## config.mk

```make
export PLATFORM = sky130hd
export DESIGN_NAME = uart_fp_tx
export DESIGN_NICKNAME = d
export VERILOG_FILES = /design/src/rtl/uart_fp_tx.sv
export SDC_FILE = /design/constraint.sdc
export NUM_CORES = 1
export LEC_CHECK = 0
export BUFFER_PORTS_ARGS = -buffer_cell sky130_fd_sc_hd__buf_2
export CORE_MARGIN = 2
export CORE_UTILIZATION = 31
export DETAILED_ROUTE_END_ITERATION = 10
export PLACE_DENSITY = 0.54
export SLEW_MARGIN = 25
export SYNTH_ARGS = -nofsm -noshare
export SYNTH_HDL_FRONTEND = slang
export SYNTH_SLANG_ARGS = --single-unit
```

## constraint.sdc

```tcl
create_clock -name clk -period 19.4 [get_ports clk]
set_clock_uncertainty 0.05 [all_clocks]
set_input_delay 1.94 -clock clk [delete_from_list [all_inputs] [get_ports clk]]
set_output_delay 1.94 -clock clk [all_outputs]
set_load 0.01 [all_outputs]
```

## src/rtl/uart_fp_tx.sv

```systemverilog
// 8N1 UART transmitter that returns an N_BYTES-wide Fp word to the host, least-significant byte first.
// Define UART_TX_CHECKSUM_EN to append one extra frame carrying the XOR of all data bytes.

package PARAM_UART;
  localparam int unsigned UART_CLK_FREQ  = 100_000_000;
  localparam int unsigned UART_BAUD_RATE = 460_800;
endpackage

module uart_fp_tx #(
  parameter int unsigned CLK_FREQ  = PARAM_UART::UART_CLK_FREQ,
  parameter int unsigned BAUD_RATE = PARAM_UART::UART_BAUD_RATE,
  parameter int unsigned N_BYTES   = 48
) (
  input  logic                   clk,
  input  logic                   rst,
  input  logic                   i_valid,
  input  logic [8*N_BYTES-1:0]   i_data,
  output logic                   o_ready,
  output logic                   o_txd,
  output logic                   o_busy
);

  localparam int unsigned DIV = CLK_FREQ / BAUD_RATE;
`ifdef UART_TX_CHECKSUM_EN
  localparam int unsigned N_FRAMES = N_BYTES + 1;
`else
  localparam int unsigned N_FRAMES = N_BYTES;
`endif
  localparam int unsigned BAUD_W = (DIV >= 2) ? $clog2(DIV) : 1;
  localparam int unsigned BYTE_W = $clog2(N_FRAMES + 1);
  localparam int unsigned SR_W   = 8 * N_FRAMES;

  if (DIV < 2) begin : g_div_check
    $error("uart_fp_tx: CLK_FREQ/BAUD_RATE must be at least 2");
  end

  typedef enum logic [1:0] {IDLE, START, DATA, STOP} state_t;

  state_t            state, state_next;
  logic [BAUD_W-1:0] baud_cnt;
  logic [2:0]        bit_cnt;
  logic [2:0]        next_bit;
  logic [BYTE_W-1:0] byte_cnt;
  logic [SR_W-1:0]   shreg;
  logic [SR_W-1:0]   load_word;
  logic              accept;
  logic              baud_tick;
  logic              last_frame;
  logic              txd_next;

  assign accept     = i_valid && o_ready;
  assign baud_tick  = (baud_cnt == BAUD_W'(DIV - 1));
  assign last_frame = (byte_cnt == BYTE_W'(N_FRAMES - 1));
  assign next_bit   = bit_cnt + 3'd1;

`ifdef UART_TX_CHECKSUM_EN
  logic [7:0] checksum;

  // NOTE: every variable written in always_comb gets a default first, so no path can infer a latch.
  always_comb begin
    checksum = '0;
    for (int i = 0; i < N_BYTES; i++) checksum ^= i_data[8*i +: 8];
  end

  assign load_word = {checksum, i_data};
`else
  assign load_word = i_data;
`endif

  // The next line level is decided here so o_txd can come straight from a flop.
  always_comb begin
    state_next = state;
    txd_next   = o_txd;
    case (state)
      IDLE: begin
        txd_next = 1'b1;
        if (accept) begin
          state_next = START;
          txd_next   = 1'b0;
        end
      end
      START: if (baud_tick) begin
        state_next = DATA;
        txd_next   = shreg[0];
      end
      DATA: if (baud_tick) begin
        if (bit_cnt == 3'd7) begin
          state_next = STOP;
          txd_next   = 1'b1;
        end else begin
          txd_next = shreg[next_bit];
        end
      end
      STOP: if (baud_tick) begin
        if (last_frame) begin
          state_next = IDLE;
          txd_next   = 1'b1;
        end else begin
          state_next = START;
          txd_next   = 1'b0;
        end
      end
      default: begin
        state_next = IDLE;
        txd_next   = 1'b1;
      end
    endcase
  end

  // NOTE: sequential state is updated with non-blocking assignments so every flop samples pre-edge values.
  always_ff @(posedge clk) begin
    if (rst) begin
      state    <= IDLE;
      o_txd    <= 1'b1;
      o_ready  <= 1'b0;
      o_busy   <= 1'b0;
      baud_cnt <= '0;
      bit_cnt  <= '0;
      byte_cnt <= '0;
    end else begin
      state   <= state_next;
      o_txd   <= txd_next;
      o_ready <= (state_next == IDLE);
      o_busy  <= (state_next != IDLE);
      if (accept) begin
        baud_cnt <= '0;
        bit_cnt  <= '0;
        byte_cnt <= '0;
      end else if (state != IDLE) begin
        baud_cnt <= baud_tick ? '0 : baud_cnt + BAUD_W'(1);
        if (baud_tick && state == DATA) bit_cnt  <= bit_cnt + 3'd1;
        if (baud_tick && state == STOP) byte_cnt <= byte_cnt + BYTE_W'(1);
      end
    end
  end

  // NOTE: the word register is pure datapath that is always loaded on accept before use, so it has no reset.
  always_ff @(posedge clk) begin
    if (accept && !rst) shreg <= load_word;
    else if (state == STOP && baud_tick) shreg <= shreg >> 8;
  end

endmodule

```

[After elaboration in Yosys (flattened, before gate mapping)]
Cells that the tools add are included.
Operators by class
  $add $sub $neg: 3
  magnitude comparators: 1
  eq/ne operators: 9
  mux-type cells: 19
  reductions and logical operators: 14
Operator list (number)
  384-bit 2-to-1 mux: 2
  3-bit by 10-bit less-than comparator with 1-bit output (second input constant): 1
  2-bit 2-to-1 mux: 5
  8-bit by 1-bit adder with 8-bit output (second input constant): 1
  8-bit == test (second input constant): 1
  1-bit 2-to-1 mux: 8
  8-bit 2-to-1 mux: 1
  2-bit one-hot mux with 4 select lines: 1
  6-bit by 1-bit adder with 6-bit output (second input constant): 1
  6-bit == test (second input constant): 1
  2-bit inequality test (second input constant): 3
  2-bit nonzero test: 3
  2-bit == test (second input constant): 2
  1-bit logical AND: 4
  2-bit logical NOT: 2
  1-bit one-hot mux with 4 select lines: 1
  2-bit AND reduction: 2
  3-bit by 1-bit adder with 3-bit output (second input constant): 1
  1-bit binary-select mux with 3-bit select: 1
  3-bit == test (second input constant): 1
  3-bit AND reduction: 1
  2-bit by 1-bit == test with 1-bit output (second input constant): 1
  2-bit OR reduction: 1
  1-bit logical NOT: 1
Storage, ports and cells
  bits in registers: 406
  bits of input ports: 387
  word-level logic and storage cells: 54

[Longest topological paths before layout]
  depth in word-level cells: 6
  mapped depth: 7
  depth with buffers taken out: 6

[Least setup slack after synthesis]
No wires, ideal clock.
  path type: input -> register
  start point: in i_valid
  end point: reg shreg[0], enable pin
  setup time: 589 ps
  data arrival time: 7162 ps
  slack: 11599 ps
  cell stages on the path: 4
  path through: nand2_1 -> nor2_1 -> clkbuf_1 -> or2_2
Between the ends
  word-level cells in the longest chain between the ends: 3
Ends and longest elaborated chain
  from (decl): RTL line 16  | input logic i_valid,
  1-bit logical AND: RTL line 51  | assign accept = i_valid && o_ready;
  1-bit logical AND: RTL line 139  | if (accept && !rst) shreg <= load_word;
  2-bit nonzero test (no source line)
  to (signal assigned): RTL line 139
  to (signal assigned): RTL line 140  | else if (state == STOP && baud_tick) shreg <= shreg >> 8;
  to (decl): RTL line 44  | logic [SR_W-1:0] shreg;
No other way between the ends.
A chain may end at the register's enable or synchronous reset.

[Worst setup path after layout]
  start point: in i_valid
  end point: reg shreg[248], enable pin
The elaborated chain is that of the path after synthesis.

==> results.md <==
* Max Cap Viol at 0
* Cell area after layout at 21400 um2
* Synth area leaders: edfxtp_1 (67%), nand2_1 (25%), dfxtp_1 (2.5%)
* Relative slew margins at 31.07%
* Placement Cell Area at 19920 um2
* Core Rows at 86
* Nets at 2481
* Clock Sinks at 406
* Grt ovf at 0
* Min cycle time layout at 6305 ps
* Worst hold endpoint: o_txd$_SDFFE_PP1P_
* Outcome: finished clean
* Crit path kind: primary input to register
* Max Clk Rate at 158.6 MHz
* Syn Nets at 2121
* Most numerous cell in the Yosys netlist: nand2_1
* Chip height at 240.4 um
* Via-to-Cell Ratio at 4.402
* Lkg Pwr at 9.377 nW
* Post-synth top area cell: edfxtp_1
* Clk buf depth at 3
* Setup WS pre-CTS at 12460 ps
* Post-CTS Setup Inserts at 0
* Worst EP arrival at 6430 ps
* DRC at 0
* CP endpoint kind: register
* Post-Route WL at 45620 um
* IO Pins at 390
* Register area share after synthesis at 69.12%
* Critical path peak fanout at 175
* Sum Neg Setup Slack at 0 ps
* WP data required at 19530 ps
* Initial antenna violation count at 29
* R2R setup slack at 14090 ps
* Finished Layout Cells at 2882
* Final worst setup slack at 13100 ps
* Placer Congestion at 0.7723
* Asr flop ratio synth at 0%
* VDD IR max at 57.18 uV
* Syn_area_per_cell at 10.02 um2
* Hold_buf cts at 0
* PD cells at 91.87 nW/um2
* Total core area at 55200 um2
* Clk_lat worst skew at 570 ps
* Total Die Area at 57780 um2
* Top-area cell type share of the netlist area at 66.58%
* Cells after synthesis at 1729
* Max incr delay on CP at 910 ps
* Cell depth of the worst hold path at 2
* Root Buffer Master: clkbuf_16
* Cell area after technology mapping at 17320 um2
* Htree depth at 2
* End-of-flow core utilization at 38.76%
* Worst R2R Path Depth at 8
* CP cell instances: buf_2 > nand2_1 > nor2_4 > buf_4 > or2_4 > buf_12 > buf_4 > buf_4
* Type of the worst min-delay path: register to register
* Max-slew violation count at 0
* Vias in the first global route at 12465
* CTS tree: yes
* R2R Path End: shreg[248]$_DFFE_PP_
* Most frequent cells after synthesis: nand2_1 (1138), edfxtp_1 (384), buf_2 (52), clkbuf_1 (32)
* Fraction of layout cells with a size suffix above 1 at 21.72%
* Crit path buf inv count at 5
* Synthesized flop and latch total at 406
* Worst setup SP type: primary input
* Area Growth Syn to Fin at 23.53%
* Input/output buffers at 389
* Global-route wire length before repair at 68310 um
* Synth warnings at 0
* Distinct cell type count after synthesis at 35
* Number of routed nets with antenna violations at 0
* Crit path max-delay family: buffers and inverters
* Final Hold Vio Count at 0
* Post-CTS Resized at 0
* Worst-margin pin slew at 1034 ps
* Gr usage total at 15.30%
* Final period util at 32.50%
* EDFF count, synth at 384
* DP HPWL at 30520 um
* Clock slew seen by the registers of the worst setup and hold paths at 60 ps
* Worst r2r src: baud_cnt[0]$_SDFFE_PP0N_
* Dominant synthesized flop cell: edfxtp_1
* Average wire per cell in the routed design at 15.83 um
* CTS buffer count at 46
* Hold Path Origin: o_txd$_SDFFE_PP1P_
* Pwr Total at 1.966 mW
* Largest net degree at the start of global routing at 209
* Pre-Repair DR Iteration Count at 6
* Hold slack at 414.3 ps
* Critical Path Most Common Cell: buf_4
* Critical path's slowest cell: buf_4
* DR vias at 12687
* RSZ-0062 raised after global routing: false
* Inst Count DP at 2788
* Initial core utilization at 31.38%
* Chip width at 240.4 um
* Final number of setup-violating endpoints at 0
* Initial DRC Count at 930
==> routing by layer <==
layer / global-route usage, % / share of wire [%]
met2: 24.47 / 46
met1: 19.78 / 44
met5: 0 / 0.51
met4: 4.197 / 1.9
met3: 5.144 / 7.7
==> logic make-up after synthesis <==
kind of cell	count (synthesis)	share of synthesized area (%)
compound gates	18	0.6719
xor+xnor	11	0.5562
fa+ha+maj	5	0.3612
buf+inv	90	2.326
flops	406	69.12
mux	7	0.5996
simple gates	1192	26.37
==> power by group <==
group / leakage (nW) / total [mW] / internal (mW) / switching, mW
clock network: 0.679 / 0.836 / 0.486 / 0.350
registers: 3.68 / 0.998 / 0.991 / 0.00695
logic: 5.02 / 0.132 / 0.0516 / 0.0801
==> registers in the layout (all words and copies together) (netlist names) <==
signal and flops:
o_txd 1, baud_cnt 8, state 2, bit_cnt 3, o_busy 1, byte_cnt 6, o_ready 1, shreg 384
==> placed cells by master (no fill, tap or decap), drive strengths merged, types with 3 or more instances in the layout <==
cell | Yosys | routed
a21oi | 6 | 6
and2 | 9 | 9
buf | 55 | 399
clkbuf | 32 | 65
clkinv | 0 | 12
dfxtp | 22 | 22
diode | 0 | 12
edfxtp | 384 | 384
ha | 5 | 5
inv | 3 | 4
mux2i | 4 | 4
nand2 | 1138 | 1138
nand3 | 4 | 4
nor2 | 22 | 22
nor3 | 3 | 3
o21ai | 4 | 4
or2 | 3 | 3
or3 | 3 | 3
xnor2 | 7 | 7
xor2 | 4 | 4
==> final cells by class <==
type	count	area (um2)
Clock inverter	16	127.6
Multi-Input combinational cell	1233	4959
Inverter	3	11.26
Clock buffer	65	1286
Timing Repair Buffer	399	2074
Antenna cell	12	30.03
Tap cell	748	935.9
Fill cell	5634	33800
Sequential cell	406	11970
==> worst max-delay path by stage <==
stage	from	to	slack, ps	depth (start not counted)
2_1_floorplan	i_valid	shreg[0]$_DFFE_PP_	11600	4
3_3_place_gp	i_valid	shreg[254]$_DFFE_PP_	12520	8
3_5_place_dp	i_valid	shreg[255]$_DFFE_PP_	12460	8
5_1_grt	i_valid	shreg[225]$_DFFE_PP_	12680	8
4_1_cts	i_valid	shreg[233]$_DFFE_PP_	13070	8
6_report	i_valid	shreg[248]$_DFFE_PP_	13100	8
==> worst min-delay path: stages, from the launching register on <==
cell and delay, ps:
dfxtp_1 330, a21oi_1 60, nand2_1 50
Note: power is estimated with default switching activity, not from simulation.
